[src/rtl/layer_ctrl_16_8_pkg.sv]
// Shared types and default sizing for the fully-connected layer sequencer.
package layer_ctrl_16_8_pkg;

  localparam int DEF_M      = 16;
  localparam int DEF_N      = 8;
  localparam int DEF_RD_LAT = 1;

  typedef enum logic [1:0] {
    LOAD  = 2'd0,
    ISSUE = 2'd1,
    DRAIN = 2'd2,
    OUT   = 2'd3
  } layer_state_t;

  // One stage of the MAC strobe pipeline: read issued, and it is the row's first.
  typedef struct packed {
    logic vld;
    logic first;
  } strobe_t;

endpackage

[src/rtl/layer_ctrl_16_8_if.sv]
// Load / memory-address / MAC-strobe / result handshake bundle of the layer sequencer.
interface layer_ctrl_16_8_if #(
  parameter int M = 16,
  parameter int N = 8
);
  logic                     s_valid;
  logic                     s_ready;
  logic                     x_wr_en;
  logic [$clog2(M)-1:0]     x_addr;
  logic [$clog2(M*N)-1:0]   w_addr;
  logic                     mac_clr;
  logic                     mac_en;
  logic                     m_valid;
  logic                     m_ready;
  logic [$clog2(N)-1:0]     y_row;
  logic                     busy;

  modport master (
    input  s_valid, m_ready,
    output s_ready, x_wr_en, x_addr, w_addr, mac_clr, mac_en, m_valid, y_row, busy
  );

  modport slave (
    output s_valid, m_ready,
    input  s_ready, x_wr_en, x_addr, w_addr, mac_clr, mac_en, m_valid, y_row, busy
  );
endinterface

[src/rtl/layer_ctrl_16_8_strobe_delay.sv]
// Delays the {valid, first} issue strobe by DEPTH cycles to line up with memory read data.
module layer_ctrl_16_8_strobe_delay
  import layer_ctrl_16_8_pkg::*;
#(
  parameter int DEPTH = 1
) (
  input  logic    clk,
  input  logic    reset,
  input  strobe_t in_s,
  output strobe_t out_s
);

  strobe_t [DEPTH-1:0] pipe_q, pipe_d;

  // Shift one stage per cycle; stage 0 takes the live issue strobe.
  always_comb begin
    pipe_d    = pipe_q;
    pipe_d[0] = in_s;
    for (int i = 1; i < DEPTH; i++) pipe_d[i] = pipe_q[i-1];
  end

  // Reset drops every in-flight strobe so no MAC update survives an abort.
  always_ff @(posedge clk) begin
    if (reset) pipe_q <= '0;
    else       pipe_q <= pipe_d;
  end

  assign out_s = pipe_q[DEPTH-1];

endmodule

[src/rtl/layer_ctrl_16_8.sv]
// Sequencer for an M-input, N-output fixed-point FC layer: loads the input vector,
// walks x-memory / weight-ROM per row, drives MAC strobes, hands results downstream.
module layer_ctrl_16_8
  import layer_ctrl_16_8_pkg::*;
#(
  parameter int M      = DEF_M,
  parameter int N      = DEF_N,
  parameter int RD_LAT = DEF_RD_LAT
) (
  input  logic              clk,
  input  logic              reset,
  layer_ctrl_16_8_if.master bus
);

  localparam int KW = $clog2(M);
  localparam int RW = $clog2(N);
  localparam int WW = $clog2(M*N);
  localparam int DW = $clog2(RD_LAT+1);

  localparam logic [1:0] S_LOAD  = 2'(LOAD);
  localparam logic [1:0] S_ISSUE = 2'(ISSUE);
  localparam logic [1:0] S_DRAIN = 2'(DRAIN);
  localparam logic [1:0] S_OUT   = 2'(OUT);

  localparam logic [KW-1:0] K_LAST = KW'(M-1);
  localparam logic [RW-1:0] R_LAST = RW'(N-1);
  localparam logic [DW-1:0] D_LAST = DW'(RD_LAT-1);

  logic [1:0]    state_q,  state_d;
  logic [KW-1:0] ld_cnt_q, ld_cnt_d;
  logic [KW-1:0] k_q,      k_d;
  logic [RW-1:0] row_q,    row_d;
  logic [DW-1:0] dcnt_q,   dcnt_d;
  logic [KW-1:0] x_addr_q, x_addr_d;
  logic [WW-1:0] w_addr_q, w_addr_d;

  logic          in_load, in_issue, wr, out_hs;
  logic [KW-1:0] x_addr_o;
  logic [WW-1:0] w_addr_o;
  strobe_t       stb_in, stb_out;

  // Handshake and address outputs; addresses hold their last value when idle.
  always_comb begin
    in_load  = (state_q == S_LOAD);
    in_issue = (state_q == S_ISSUE);
    wr       = bus.s_valid & in_load;
    out_hs   = (state_q == S_OUT) & bus.m_ready;
    x_addr_o = x_addr_q;
    w_addr_o = w_addr_q;
    if (in_load)  x_addr_o = ld_cnt_q;
    if (in_issue) begin
      x_addr_o = k_q;
      w_addr_o = WW'(row_q) * WW'(M) + WW'(k_q);
    end
    x_addr_d = x_addr_o;
    w_addr_d = w_addr_o;
  end

  // Next-state and counter logic for LOAD -> ISSUE -> DRAIN -> OUT.
  always_comb begin
    state_d  = state_q;
    ld_cnt_d = ld_cnt_q;
    k_d      = k_q;
    row_d    = row_q;
    dcnt_d   = dcnt_q;
    case (state_q)
      S_LOAD: if (wr) begin
        ld_cnt_d = (ld_cnt_q == K_LAST) ? '0 : ld_cnt_q + 1'b1;
        if (ld_cnt_q == K_LAST) begin
          row_d   = '0;
          k_d     = '0;
          state_d = S_ISSUE;
        end
      end
      S_ISSUE: begin
        k_d = (k_q == K_LAST) ? '0 : k_q + 1'b1;
        if (k_q == K_LAST) begin
          dcnt_d  = '0;
          state_d = S_DRAIN;
        end
      end
      // Last read needs RD_LAT cycles to reach the MAC before the result is final.
      S_DRAIN: begin
        if (dcnt_q == D_LAST) state_d = S_OUT;
        else                  dcnt_d  = dcnt_q + 1'b1;
      end
      S_OUT: if (out_hs) begin
        if (row_q == R_LAST) begin
          row_d    = '0;
          ld_cnt_d = '0;
          state_d  = S_LOAD;
        end else begin
          row_d   = row_q + 1'b1;
          k_d     = '0;
          state_d = S_ISSUE;
        end
      end
      default: state_d = S_LOAD;
    endcase
  end

  // Controller state registers.
  always_ff @(posedge clk) begin
    if (reset) begin
      state_q  <= S_LOAD;
      ld_cnt_q <= '0;
      k_q      <= '0;
      row_q    <= '0;
      dcnt_q   <= '0;
      x_addr_q <= '0;
      w_addr_q <= '0;
    end else begin
      state_q  <= state_d;
      ld_cnt_q <= ld_cnt_d;
      k_q      <= k_d;
      row_q    <= row_d;
      dcnt_q   <= dcnt_d;
      x_addr_q <= x_addr_d;
      w_addr_q <= w_addr_d;
    end
  end

  assign stb_in.vld   = in_issue;
  assign stb_in.first = in_issue & (k_q == '0);

  layer_ctrl_16_8_strobe_delay #(.DEPTH(RD_LAT)) u_stb (
    .clk   (clk),
    .reset (reset),
    .in_s  (stb_in),
    .out_s (stb_out)
  );

  assign bus.s_ready = in_load;
  assign bus.x_wr_en = wr;
  assign bus.x_addr  = x_addr_o;
  assign bus.w_addr  = w_addr_o;
  assign bus.mac_en  = stb_out.vld;
  assign bus.mac_clr = stb_out.vld & stb_out.first;
  assign bus.m_valid = (state_q == S_OUT);
  assign bus.y_row   = row_q;
  assign bus.busy    = ~in_load;

endmodule

[src/flat_wrapper.sv]
// flat-port wrapper written by rule: the top's interface ports become plain ports
module layer_ctrl_16_8_flat import layer_ctrl_16_8_pkg::*;
#(
  parameter int M      = DEF_M,
  parameter int N      = DEF_N,
  parameter int RD_LAT = DEF_RD_LAT
)
  (clk, reset, bus_s_valid, bus_m_ready, bus_s_ready, bus_x_wr_en, bus_x_addr, bus_w_addr, bus_mac_clr, bus_mac_en, bus_m_valid, bus_y_row, bus_busy);
  layer_ctrl_16_8_if #(.M(M), .N(N)) bus_i ();
  input  logic clk;
  input  logic reset;
  input wire logic [$bits(bus_i.s_valid)-1:0] bus_s_valid;
  input wire logic [$bits(bus_i.m_ready)-1:0] bus_m_ready;
  output wire logic [$bits(bus_i.s_ready)-1:0] bus_s_ready;
  output wire logic [$bits(bus_i.x_wr_en)-1:0] bus_x_wr_en;
  output wire logic [$bits(bus_i.x_addr)-1:0] bus_x_addr;
  output wire logic [$bits(bus_i.w_addr)-1:0] bus_w_addr;
  output wire logic [$bits(bus_i.mac_clr)-1:0] bus_mac_clr;
  output wire logic [$bits(bus_i.mac_en)-1:0] bus_mac_en;
  output wire logic [$bits(bus_i.m_valid)-1:0] bus_m_valid;
  output wire logic [$bits(bus_i.y_row)-1:0] bus_y_row;
  output wire logic [$bits(bus_i.busy)-1:0] bus_busy;
  assign bus_i.s_valid = bus_s_valid;
  assign bus_i.m_ready = bus_m_ready;
  assign bus_s_ready = bus_i.s_ready;
  assign bus_x_wr_en = bus_i.x_wr_en;
  assign bus_x_addr = bus_i.x_addr;
  assign bus_w_addr = bus_i.w_addr;
  assign bus_mac_clr = bus_i.mac_clr;
  assign bus_mac_en = bus_i.mac_en;
  assign bus_m_valid = bus_i.m_valid;
  assign bus_y_row = bus_i.y_row;
  assign bus_busy = bus_i.busy;
  layer_ctrl_16_8 #(.M(M), .N(N), .RD_LAT(RD_LAT)) u_core (.clk(clk), .reset(reset), .bus(bus_i));
endmodule
[config.mk]
export PLATFORM = sky130hd
export DESIGN_NAME = layer_ctrl_16_8_flat
export DESIGN_NICKNAME = d
export VERILOG_FILES = /design/src/rtl/layer_ctrl_16_8_pkg.sv /design/src/rtl/layer_ctrl_16_8_if.sv /design/src/rtl/layer_ctrl_16_8_strobe_delay.sv /design/src/rtl/layer_ctrl_16_8.sv /design/src/flat_wrapper.sv
export SDC_FILE = /design/constraint.sdc
export NUM_CORES = 1
export LEC_CHECK = 0
export ABC_CLOCK_PERIOD_IN_PS = 2000
export BUFFER_PORTS_ARGS = -buffer_cell sky130_fd_sc_hd__clkbuf_2
export CORE_AREA = 2 2 57 59
export CTS_CLUSTER_SIZE = 12
export DETAILED_ROUTE_END_ITERATION = 8
export DIE_AREA = 0 0 59 61
export PLACE_DENSITY_LB_ADDON = 0.25
export SYNTH_ARGS = -nofsm -noshare
export SYNTH_HDL_FRONTEND = slang
export SYNTH_SLANG_ARGS = --single-unit
[constraint.sdc]
create_clock -name clk -period 2 [get_ports clk]
set_input_delay 0.4 -clock clk [delete_from_list [all_inputs] [get_ports clk]]
set_output_delay 0.4 -clock clk [all_outputs]
set_load 0.03 [all_outputs]
## Word-level counts from Yosys, hierarchy flattened

Index checks and enable logic that the tools add are counted.
Widths: inputs -> output; s select.

- Register bits: 27
- Input port bits: 4
- Word-level logic and storage cells: 71

- Add/sub/neg operators: 5
- Equal/unequal tests: 13
- Muxes and demuxes: 29
- Bitwise operators: 5
- Reductions and logical operators: 10

Operators with widths:

| kind | number |
|---|---|
| $mux 4 | 11 |
| $mux 3 | 4 |
| $pmux 4 s3 | 1 |
| $mux 2 | 5 |
| $ne 2x2->1 const B | 5 |
| $reduce_and 5->1 | 2 |
| $add 4x1->4 const B | 2 |
| $eq 4x4->1 const B | 2 |
| $pmux 2 s4 | 1 |
| $pmux 4 s2 | 1 |
| $reduce_and 4->1 | 2 |
| $add 7x4->7 | 1 |
| $mux 7 | 1 |
| $pmux 3 s2 | 1 |
| $and 1x1->1 | 4 |
| $eq 2x2->1 const B | 2 |
| $logic_not 4->1 | 1 |
| $ne 2x1->1 const B | 2 |
| $reduce_bool 2->1 | 2 |
| $add 3x1->3 const B | 1 |
| $eq 3x3->1 const B | 1 |
| $mux 1 | 3 |
| $reduce_bool 3->1 | 1 |
| $eq 2x1->1 const B | 1 |
| 5 further kinds | 5 |

## Longest topological paths before layout

Gate-level depths: netlist (run 1).

- Depth after elaboration: 4
- Mapped depth: 7

## Cells and area by module

A second synthesis (run 1) with hierarchy kept.

- Cell total of the unflattened synthesis: 155
- Area, all modules: 1397.6 um^2

Modules (own cells, without submodules):

| module | times used | cells an instance | area each (um^2) | seq. area each (um^2) |
|---|---|---|---|---|
| layer_ctrl_16_8 | 1 | 151 | 1345.0 | 480.5 |
| layer_ctrl_16_8_strobe_delay | 1 | 4 | 52.6 | 40.0 |

## Worst setup path before layout (run 1)

No wires, ideal clock.

- Kind: reg-to-output
- Start point: reg u_core.state_q[0]
- End point: out bus_x_addr[2]
- Arrival: 1994 ps
- Path slack: -394 ps
- Stages on the path, launching flop included: 8
- Cells stage by stage: dfxtp_1 -> inv_1 -> ha_1 -> buf_2 -> clkbuf_1 -> inv_1 -> a211oi_1 -> nor2_1

- Cells in the longest elaborated chain, start to end: 3
- Elaborated cells on any way between the ends: 4

Ends and longest elaborated chain:

| item | line | text |
|---|---|---|
| start: declaration | layer_ctrl_16_8.sv:29 | `logic [1:0] state_q, state_d;` |
| start signal: assignment | layer_ctrl_16_8.sv:113 | `state_q <= state_d;` |
| $logic_not 2->1 | layer_ctrl_16_8.sv:44 | `in_load = (state_q == S_LOAD);` |
| via bus_s_ready | flat_wrapper.sv:14 | `output wire logic [$bits(bus_i.s_ready)-1:0] bus_s_ready;` |
| $mux 4 | layer_ctrl_16_8.sv:50 | `if (in_load) x_addr_o = ld_cnt_q;` |
| $mux 4 | layer_ctrl_16_8.sv:51 | `if (in_issue) begin` |
| end: declaration | flat_wrapper.sv:16 | `output wire logic [$bits(bus_i.x_addr)-1:0] bus_x_addr;` |

The timed path passes the listed nets, and every way through them passes these cells.

## Worst setup path in the final report (run 1)

- Start point: reg u_core.state_q[1]
- End point: out bus_x_addr[2]

- Elaborated cells on any way between the ends: 4

RTL lines:

| item | line | text |
|---|---|---|
| $eq 2x1->1 | layer_ctrl_16_8.sv:45 | `in_issue = (state_q == S_ISSUE);` |
| via u_core.in_issue | layer_ctrl_16_8.sv:37 | `logic in_load, in_issue, wr, out_hs;` |
| $mux 4 | layer_ctrl_16_8.sv:51 |  |

The timed path passes the listed nets, and every way through them passes these cells.

==> summary.md, run 1 <==
| Metric | Value |
|---|---|
| Mapped cell area | `~0.0013 mm^2` |
| Top cell type by total area after synthesis | `dfxtp_1` |
| Antenna violations before repair | `0` |
| Pleak | `0.686 nW` |
| Vias in the first global route | `1106` |
| Share of the synthesized area in the top cell type | `0.396` |
| Maxcap violations | `0` |
| Synth-to-Final Area Change | `23.6%` |
| First-pass GRT wire length | `4710 um` |
| Critical Path RT | `roughly 1600 ps` |
| Ys flop type | `dfxtp_1` |
| CP max FO | `8` |
| Post-synth EDFFs | `0` |
| Vias per cell | `roughly 5.5` |
| Cells along the critical path | `inv_2, ha_4, buf_8, a211oi_4, nor2_2, clkbuf_8` |
| I/O pins | `24` |
| Final period util | `0.973` |
| Post-DR wirelength/cell | `approximately 13 um` |
| Post-place setup slack | `around 60 ps` |
| Pwr/cell area | `526 mW/mm^2` |
| PnR Total Power | `854 uW` |
| Yosys warning total | `0` |
| Final worst setup slack | `~54 ps` |
| Clock skew | `12.5 ps` |
| Rows | `20` |
| CTS Buf Count | `3` |
| Cells on worst reg2reg path | `6` |
| GRT Resource Usage Total | `0.170` |
| Final net count | `approximately 190` |
| Cell count of the worst hold path | `3` |
| Synth top area cells | `dfxtp_1 (40%), ha_1 (8.6%), nor2b_1 (7.6%)` |
| Detailed placement HPWL | `1980 um` |
| 1st-iter DRT viols | `40` |
| Antenna Nets Post-Route | `0` |
| First drt pass iteration count | `4` |
| Chip width | `59 um` |
| Slowest cell delay on critical path | `~360 ps` |
| Clock insertion delay at the later pin of the skew report | `approximately 330 ps` |
| Clk slew on worst S/H paths | `around 150 ps` |
| Final hold violation count | `0` |
| Min Hold Slack | `roughly 380 ps` |
| Number of diodes | `0` |
| Clk root buf | `clkbuf_4` |
| WP data arrival | `~1600 ps` |
| Final setup vio count | `0` |
| Post-synth top cells | `dfxtp_1 (26), nor2b_1 (16), inv_1 (11), a21oi_1 (9), ha_1 (9)` |
| Final core utilization | `0.550` |
| Die area | `approximately 0.0036 mm^2` |
| Avg Cell Area, Syn | `8.89 um^2` |
| Yosys cell types | `34` |
| F_max | `a little over 500 MHz` |
| DIE HEIGHT | `61 um` |
| Routability cong. | `just under 0.8` |
| Most frequent cell after synthesis | `dfxtp_1` |
| Pin count of the biggest net entering global routing | `30` |
| Clock Path Buffers | `2` |
| Crit path kind | `flip-flop to output port` |
| Share of cells above drive strength 1 | `0.310` |
| Synth Instances | `148` |
| DRT Wirelength | `2760 um` |
| Flops & latches, synth | `26` |
| Worst slew margin | `0.614` |
| IO Port Bufs | `23` |
| CP endpoint kind | `output port` |
| CTS tree | `done` |
| Initial core utilization | `0.445` |
| Peak VDD IR | `between 200 and 300 uV` |
| CTS H-tree depth | `1` |
| Status | `completed` |
| Syn Nets | `161` |
| Cts-stage hold buffer count | `0` |
| RSZ-0062 raised after global routing | `yes` |
| Path category of the worst min-delay check | `input pin to flip-flop` |
| Type of origin of the critical path | `flip-flop` |
| Fin crit period | `roughly 2000 ps` |
| Slew @ Worst Pin | `579 ps` |
| Slew Limit Fails | `0` |
| GR Overflow Total | `0` |
| Async S/R FF share, synth | `0` |
| Core area | `just under 0.003 mm^2` |
| Clock sinks | `26` |
| Sequential share of the synthesized area | `0.396` |
| Crit-path slowest cell | `dfxtp_2` |
| Via count | `about 1100` |
| DRC | `0` |
what timing repair did:
| action | 4_1_cts | 5_1_grt |
|---|---|---|
| gates resized for setup | 22 | 11 |
| setup buffers | 3 | 0 |
| pin swaps | 2 | 2 |
| setup endpoints to repair | 12 | 7 |
cells by family (layout without fill, tap and decap cells):
logic type,after synthesis,in the layout,synth area share
adders and majority gates,9,9,0.0856
and+or+nand+nor,54,54,0.239
DFF,26,26,0.396
buffers and inverters,19,45,0.0552
AOI/OAI and AO/OA,31,31,0.151
muxes,9,9,0.0733
through the flow:
stage	instances	area, um^2	TNS [ps]
after floorplan	148	1330	-103
after global placement	200	1480	0
after detailed placement	200	1480	0
after CTS	207	1610	0
after global routing	207	1630	-46.0
final	207	1630	0
placed cells by master (no fill, tap or decap), drive strengths merged:
cell type,count
a2111oi,1
a211oi,2
a21boi,1
a21oi,9
a221o,1
a221oi,2
a31oi,1
and2,3
and3,1
and4bb,1
buf,11
clkbuf,23
dfxtp,26
ha,9
inv,11
mux2,5
mux2i,4
nand2,6
nand2b,4
nand3,5
nand3b,1
nand4,2
nand4b,1
nor2,7
nor2b,16
nor3,3
nor4,1
nor4b,1
o21a,2
o21ai,8
o21bai,1
o32ai,3
or3,2
state kept, by name, indices dropped and copies added (netlist names):
name                cells
u_core.w_addr_q         7
u_core.u_stb.out_s      2
u_core.x_addr_q         4
u_core.bus.y_row        3
u_core.ld_cnt_q         4
u_core.state_q          2
u_core.k_q              4
worst paths after layout:
path                             from                  to  slack [ps]
setup / recovery    u_core.state_q[1]       bus_x_addr[2]          50
hold / removal            bus_s_valid  u_core.ld_cnt_q[1]         380
setup reg to reg  u_core.bus.y_row[0]       u_core.k_q[3]         160
hold reg to reg    u_core.ld_cnt_q[1]  u_core.ld_cnt_q[1]         510
worst max-delay path: cells and delay by family, from the launching register on:
family / cells / cell delay (ps)
flops: 1 / 360
compound gates: 1 / 240
fa+ha+maj: 1 / 200
simple gates: 1 / 50
buf+inv: 3 / 370
layout make-up:
cell class,count,area [um^2]
Fill cell,292,1330
Sequential cell,26,526
Inverter,11,43.8
Tap cell,33,41.3
Timing Repair Buffer,30,199
Clock buffer,4,36.3
Multi-Input combinational cell,103,779
power by group:
| part | total (mW) | switching [mW] | leakage (nW) | internal, mW |
|---|---|---|---|---|
| registers | 0.527 | 0.00510 | 0.211 | 0.522 |
| clock network | 0.275 | 0.163 | 0.0210 | 0.112 |
| logic | 0.0523 | 0.0322 | 0.454 | 0.0202 |
| total | 0.854 | 0.200 | 0.686 | 0.654 |
layer usage:
| metal | up-vias | global-route usage | part of all wire |
|---|---|---|---|
| li1 | 571 | - | - |
| met1 | 545 | 0.212 | 0.46 |
| met2 | 27 | 0.294 | 0.49 |
| met3 | 2 | 0.0256 | 0.037 |
| met4 | 0 | 0.0714 | 0.0087 |
| met5 | - | 0 | 0 |
Note: power is estimated with default switching activity, not from simulation.
==> run 2: changes to the inputs <==
- CORE_AREA: 2 2 57 59 -> 2 2 59 61
- DIE_AREA: 0 0 59 61 -> 0 0 61 63
- SYNTH_HIERARCHICAL: not set -> 1
==> run 2 against run 1 <==
  * Hold slack improved by 48 ps
  * Combinational power down 3%
  * Critical endpoint is now bus_w_addr[6]
  * Largest power group unchanged
  * Flip-flop and latch count stayed put
  * Via count up 8.3%
  * Cell count is 14% higher
  * Register-to-register slack worse by 90 ps
  * Utilization up 2.5 points
  * Count of clock-buffer cells in the layout unchanged
  * Global-route usage increased by 2.1 points
  * Area after synthesis is 6.3% higher
==> summary.md, run 2 <==
| Metric | Value |
|---|---|
| Status | `completed` |
| Simple-gate share of the synthesized area | `0.278 (+0.0396)` |
| Crit. Startpoint | `u_core/state_q[1]` |
| Top reg by flops | `u_core/w_addr_q` |
| Post-DR wirelength/cell | `13.7 um (+2.7%)` |
| Async S/R FF share, synth | `0 (unchanged)` |
| Mapped cell area | `0.00140 mm^2 (+6.3%)` |
| GRT Resource Usage Total | `0.191 (+0.0211)` |
| Routability cong. | `0.769 (-3.2%)` |
| Slew @ Worst Pin | `362 ps (-217 ps)` |
| RSZ-0062 raised after global routing | `yes` |
| Synth top area cells | `dfxtp_1 (37%), ha_1 (9.0%), and2_1 (5.8%)` |
| IO Port Bufs | `23 (unchanged)` |
| CTS tree | `done` |
| Clock sinks | `26 (unchanged)` |
| Crit-path slowest cell | `dfxtp_2` |
| Crit path kind | `flip-flop to output port` |
| Post-synth top cells | `dfxtp_1 (26), and2_1 (13), nand2_1 (11), a21oi_1 (10), ha_1 (10)` |
| First drt pass iteration count | `4 (unchanged)` |
| WP data arrival | `1550 ps (about the same)` |
| Commonest non-fill, non-tap cell in the layout | `dfxtp_1` |
| Fin crit period | `1950 ps (+8.02 ps)` |
| Top cell type by total area after synthesis | `dfxtp_1` |
| Flops & latches, synth | `26 (unchanged)` |
| Post-synth EDFFs | `0 (unchanged)` |
| Pleak | `0.827 nW (+21%)` |
| Antenna violations before repair | `0 (unchanged)` |
| Synth Instances | `155 (+4.7%)` |
| Dpl cell area | `0.00163 mm^2 (+9.8%)` |
| Core area | `0.00323 mm^2 (+9.4%)` |
| DRC | `0 (unchanged)` |
| Clk slew on worst S/H paths | `150 ps (about the same)` |
| DRT Wirelength | `3210 um (+17%)` |
| Clock Path Buffers | `2 (unchanged)` |
| Cells along the critical path | `inv_4, ha_4, buf_12, mux2_2, buf_6` |
| Synth Area in Compound Gates | `0.142 (-0.00894)` |
| CP endpoint kind | `output port` |
| First-pass GRT wire length | `5660 um (+20%)` |
| Yosys cell types | `39 (+15%)` |
| Critical Path RT | `1600 ps (about the same)` |
| Sequential share of the synthesized area | `0.372 (-0.0234)` |
| Synth-to-Final Area Change | `33.0%` |
| Share of the synthesized area in the top cell type | `0.372 (-0.0234)` |
| Commonest cells after routing, fill and taps aside | `dfxtp_1 (24), buf_4 (14), and2_1 (12), clkbuf_2 (11), nand2_1 (11)` |
| Vias in the first global route | `1224 (+11%)` |
| Clk root buf | `clkbuf_4` |
| PnR Total Power | `854 uW (about the same)` |
| Clock skew | `8.74 ps (-3.80 ps)` |
| Clock insertion delay at the later pin of the skew report | `340 ps (about the same)` |
| Type of origin of the critical path | `flip-flop` |
| Antenna Nets Post-Route | `0 (unchanged)` |
| Number of diodes | `0 (unchanged)` |
| Detailed placement HPWL | `2270 um (+15%)` |
| F_max | `512 MHz (-0.41%)` |
| Slowest cell delay on critical path | `360 ps (about the same)` |
| Final net count | `204 (+8.5%)` |
| Most frequent cell after synthesis | `dfxtp_1` |
| Share of cells above drive strength 1 | `0.333 (+0.0230)` |
| I/O pins | `24 (unchanged)` |
| Post-route cell area | `0.00186 mm^2 (+14%)` |
| Peak VDD IR | `284 uV (+9.0%)` |
| 1st-iter DRT viols | `35 (-13%)` |
| CTS Buf Count | `3 (unchanged)` |
| Pwr/cell area | `459 mW/mm^2 (-13%)` |
| Worst Min Path Start | `reset` |
| Via count | `1240 (+8.3%)` |
| Main combinational cell family by area after synthesis | `simple AND/OR/NAND/NOR gates` |
| Mux contribution to synthesized area | `0.0788 (+0.00552)` |
| Post-synthesis adder-cell area fraction | `0.0895 (+0.00389)` |
| GR Overflow Total | `0 (unchanged)` |
| Max FFs per register | `7 (unchanged)` |
| Chip width | `61 um (+3.4%)` |
| Syn Nets | `169 (+5.0%)` |
| Initial core utilization | `0.432 (-0.0129)` |
| CTS H-tree depth | `1 (unchanged)` |
| CP max FO | `10 (+2)` |
| Final period util | `0.977 (+0.00401)` |
| Path category of the worst min-delay check | `input pin to flip-flop` |
| Final setup vio count | `0 (unchanged)` |
| Pin count of the biggest net entering global routing | `16 (-47%)` |
| Vias per cell | `5.28 (-4.6%)` |
| DIE HEIGHT | `63 um (+3.3%)` |
| Worst slew margin | `0.758 (+0.145)` |
| Die area | `0.00384 mm^2 (+6.8%)` |
| Maxcap violations | `0 (unchanged)` |
| Avg Cell Area, Syn | `9.02 um^2 (+1.5%)` |
| Xor/xnor cell area share of the yosys netlist | `0 (unchanged)` |
| Yosys warning total | `6 (+6)` |
| Final hold violation count | `0 (unchanged)` |
| FF-to-FF Start | `u_core/state_q[0]` |
| Rows | `21 (+5.0%)` |
| Slew Limit Fails | `0 (unchanged)` |
| Ys flop type | `dfxtp_1` |
-- run 2: cell types whose count changed after synthesis, sizes merged, moves of 3 or more --
| cell | delta |
|---|---|
| o32ai | -3 |
| nor2b | -8 |
| and2 | +10 |
| clkbuf | -3 |
| nand2 | +5 |
-- run 2: cell type report --
class	instances	area (um^2)
Timing Repair Buffer	35	305
Fill cell	283	1370
Tap cell	46	57.6
Inverter	9	38.8
Clock buffer	4	36.3
Sequential cell	26	526
Multi-Input combinational cell	115	896
-- run 2: timing repair --
item / in CTS / in global routing
buffers inserted: 3 / 2
pin swaps: 3 / 4
cloned: 1 / 0
hold buffers: 0 / 0
endpoints found under the setup margin: 12 / 11
gates resized for setup: 20 / 34
-- run 2: through the flow --
step | hold slack (ps) | TNS [ps] | worst slack (ps) | util | std cells
global route | 445 | -126 | -33.4 | 0.575 | 235
floorplan | 462 | 0 | 20.6 | - | 155
detailed placement | 520 | 0 | 51.0 | 0.503 | 225
finish | 428 | 0 | 46.1 | 0.575 | 235
global placement | 509 | 0 | 146 | 0.503 | 225
CTS | 434 | 0 | 7.77 | 0.551 | 233
-- run 2: critical path, delay by kind of cell, from the launching register on --
kind,cells,cell delay [ps]
muxes,1,350
adders and majority gates,1,150
buffers and inverters,3,340
DFF,1,360
-- run 2: where the power goes --
| part | internal [mW] | total [mW] | switching [mW] | leakage (nW) |
|---|---|---|---|---|
| clock | 0.112 | 0.276 | 0.164 | 0.0210 |
| combinational | 0.0191 | 0.0509 | 0.0317 | 0.595 |
| sequential | 0.522 | 0.527 | 0.00496 | 0.211 |
-- run 2: cells by family (layout without fill, tap and decap cells) --
| logic type | Yosys count | in the layout |
|---|---|---|
| buffers and inverters | 14 | 48 |
| AND/OR/NAND/NOR | 64 | 64 |
| flip-flops | 26 | 26 |
| AO/OA/AOI/OAI | 31 | 31 |
| multiplexers | 10 | 10 |
| adder cells (fa/ha/maj) | 10 | 10 |
-- run 2: per-layer routing --
metal  wire length (um)  share of wire  global-route usage
met1               1430           0.44               0.255
met2               1550           0.48               0.304
met3                205          0.064              0.0414
met4                 30         0.0093              0.0571
met5                  0              0                   0
-- run 2: path summary, 6_finish.rpt --
check	endpoint	slack (ps)	depth (start not counted)
setup reg to reg	u_core/ld_cnt_q[2]	70	8
hold / removal	u_core/ld_cnt_q[2]	430	2
hold reg to reg	u_core/ld_cnt_q[1]	530	2
setup / recovery	bus_w_addr[6]	50	5
==> run 3: changes to the inputs <==
- ABC_CLOCK_PERIOD_IN_PS: 2000 -> 2300
- clock period: 2 -> 2.3 ns (I/O delays scaled with it)
==> run 3 against run 2 <==
  * Setup slack gained 90 ps
  * Power shrank 4.8%
  * Critical endpoint is now bus_x_addr[1]
  * Flip-flop and latch count is the same
  * Largest power group unchanged
  * Via count shrank 6.1%
  * Critical path type unchanged
  * Wire length shrank 10%
  * Highest routed layer unchanged
  * Combinational power shrank 19%
  * Critical path depth grew 1
==> summary.md, run 3 (synthesis gave the netlist of run 2 again) <==
| Metric | Value |
|---|---|
| # fillers | `308 (+8.8%)` |
| Crit-path slowest cell | `dfxtp_2` |
| Final core utilization | `0.511 (-0.0639)` |
| Peak VDD IR | `303 uV (+6.6%)` |
| DRC | `0 (unchanged)` |
| # placed instances | `221 (-1.8%)` |
| Fin crit period | `approximately 2200 ps` |
| Non-filler instance count after layout | `225 (-4.3%)` |
| CP max FO | `7 (-3)` |
| Worst Min Path Start | `u_core/state_q[1]` |
| Clock insertion delay at the later pin of the skew report | `320 ps (-20 ps)` |
| Routability cong. | `0.748 (-2.8%)` |
| Final setup vio count | `0 (unchanged)` |
| Setup TNS after final layout | `0 ps (unchanged)` |
| CP endpoint kind | `output port` |
| Status | `completed` |
| Post-place setup slack | `203 ps (+152 ps)` |
| I/O pins | `24 (unchanged)` |
| Commonest cells after routing, fill and taps aside | `dfxtp_1 (24), clkbuf_2 (22), and2_1 (13), nand2_1 (11), a21oi_1 (10)` |
| IO Port Bufs | `23 (unchanged)` |
| Critical Path RT | `1840 ps (+240 ps)` |
| Crit path kind | `flip-flop to output port` |
| Antenna violations before repair | `0 (unchanged)` |
| Final period util | `0.941` |
| First-pass GRT wire length | `5030 um (-11%)` |
| Cells along the critical path | `inv_1, ha_4, buf_4, mux2i_1, o21ai_1, clkbuf_2` |
| F_max | `462 MHz` |
| First drt pass iteration count | `4 (unchanged)` |
| Clock skew | `2.27 ps (-6.47 ps)` |
| Maxcap violations | `0 (unchanged)` |
| FF-to-FF Start | `u_core/state_q[1]` |
| Clock sinks | `26 (unchanged)` |
| Final worst setup slack | `137 ps (+90.5 ps)` |
| Cts-stage hold buffer count | `0 (unchanged)` |
| Path category of the worst min-delay check | `flip-flop to flip-flop` |
| Vias per cell | `5.17 (-2.0%)` |
| 1st-iter DRT viols | `28 (-20%)` |
| Post-DR wirelength/cell | `12.8 um (-6.0%)` |
| Hold EP | `u_core/state_q[1]` |
| Rows | `21 (unchanged)` |
| Via count | `1164 (-6.1%)` |
| WP data arrival | `1700 ps (+150 ps)` |
| Chip width | `61 um (unchanged)` |
| CTS Buf Count | `3 (unchanged)` |
| CTS tree | `done` |
| Flip-flop and latch area | `526 um^2 (unchanged)` |
| DIE HEIGHT | `63 um (unchanged)` |
| Detailed placement HPWL | `2220 um (-2.6%)` |
| CTS H-tree depth | `1 (unchanged)` |
| Pleak | `0.739 nW (-11%)` |
| Slew Limit Fails | `0 (unchanged)` |
| Top reg by flops | `u_core/w_addr_q` |
| Max FFs per register | `7 (unchanged)` |
| Die area | `0.00384 mm^2 (unchanged)` |
| Slew @ Worst Pin | `434 ps (+71.9 ps)` |
| Clk slew on worst S/H paths | `140 ps (about the same)` |
| Clk root buf | `clkbuf_4` |
| Slowest cell delay on critical path | `400 ps (+40 ps)` |
| Worst slew margin | `0.710 (-0.0480)` |
| Pin count of the biggest net entering global routing | `21 (+5)` |
| Clock Path Buffers | `2 (unchanged)` |
| Commonest non-fill, non-tap cell in the layout | `dfxtp_1` |
| Share of cells above drive strength 1 | `0.240 (-0.0931)` |
| Cell count of the worst hold path | `2 (unchanged)` |
| Worst R2R Setup Slack | `400 ps (+330 ps)` |
| Vias in the first global route | `1110 (-9.3%)` |
| Cells on worst reg2reg path | `7 (-1)` |
| Synth-to-Final Area Change | `18.3%` |
| Reg2reg end | `u_core/k_q[0]` |
| Final net count | `194 (-4.9%)` |
| Initial core utilization | `0.432 (unchanged)` |
| DRT Wirelength | `2890 um (-10%)` |
| Pwr/cell area | `492 mW/mm^2 (+7.1%)` |
| Footprint of the multi-input gates | `853 um^2 (-4.7%)` |
| Type of origin of the critical path | `flip-flop` |
| Core area | `0.00323 mm^2 (unchanged)` |
| Final hold violation count | `0 (unchanged)` |
| GRT Resource Usage Total | `0.170 (-0.0212)` |
| Antenna Nets Post-Route | `0 (unchanged)` |
| Number of diodes | `0 (unchanged)` |
| GR Overflow Total | `0 (unchanged)` |
## run 3: worst max path at each step
stage / from / endpoint / slack, ps / cells past startpoint
2_1_floorplan: u_core/state_q[1] / bus_w_addr[3] / 60 / 5
3_3_place_gp: u_core/state_q[0] / bus_w_addr[5] / 260 / 3
3_5_place_dp: u_core/state_q[1] / bus_w_addr[4] / 200 / 4
4_1_cts: u_core/state_q[1] / bus_w_addr[4] / 30 / 4
5_1_grt: u_core/state_q[1] / bus_x_addr[2] / -0.7 / 5
6_report: u_core/state_q[1] / bus_x_addr[1] / 140 / 6
## run 3: layout make-up
type,count,area share
clock buffers,3,0.0136
clock inverters,1,0.0182
inverters,9,0.0204
multi-input cells,115,0.516
flip-flops and latches,26,0.318
well taps,46,0.0348
repair buffers,25,0.0787
## run 3: through the flow
stage               area [um^2]  total power, mW  hold WS, ps
finish                     1650            0.812          510
CTS                        1630            0.825          502
global placement           1570            0.508          498
floorplan                  1400            0.495          462
detailed placement         1570            0.509          501
global route               1650            0.850          513
## run 3: critical path, delay by kind of cell, from the launching register on
kind / cells / cell delay, ps
muxes: 1 / 120
DFF: 1 / 400
adders and majority gates: 1 / 200
AOI/OAI and AO/OA: 1 / 150
buffers and inverters: 3 / 510
## run 3: power by group
group	internal [mW]	switching, mW
sequential	0.454	0.00374
clock	0.176	0.138
combinational	0.0140	0.0271
## run 3: layer usage
layer,track usage,vias up,wire length [um]
li1,-,593,-
met1,0.235,544,1390
met2,0.277,23,1400
met3,0.0269,4,85
met4,0.0326,0,17
met5,0,-,0
## run 3: repair_timing
| item | 4_1_cts | 5_1_grt |
|---|---|---|
| setup buffers | 0 | 0 |
| resized for setup | 4 | 5 |
| endpoints found under the setup margin | 11 | 9 |
| pin swaps | 0 | 0 |
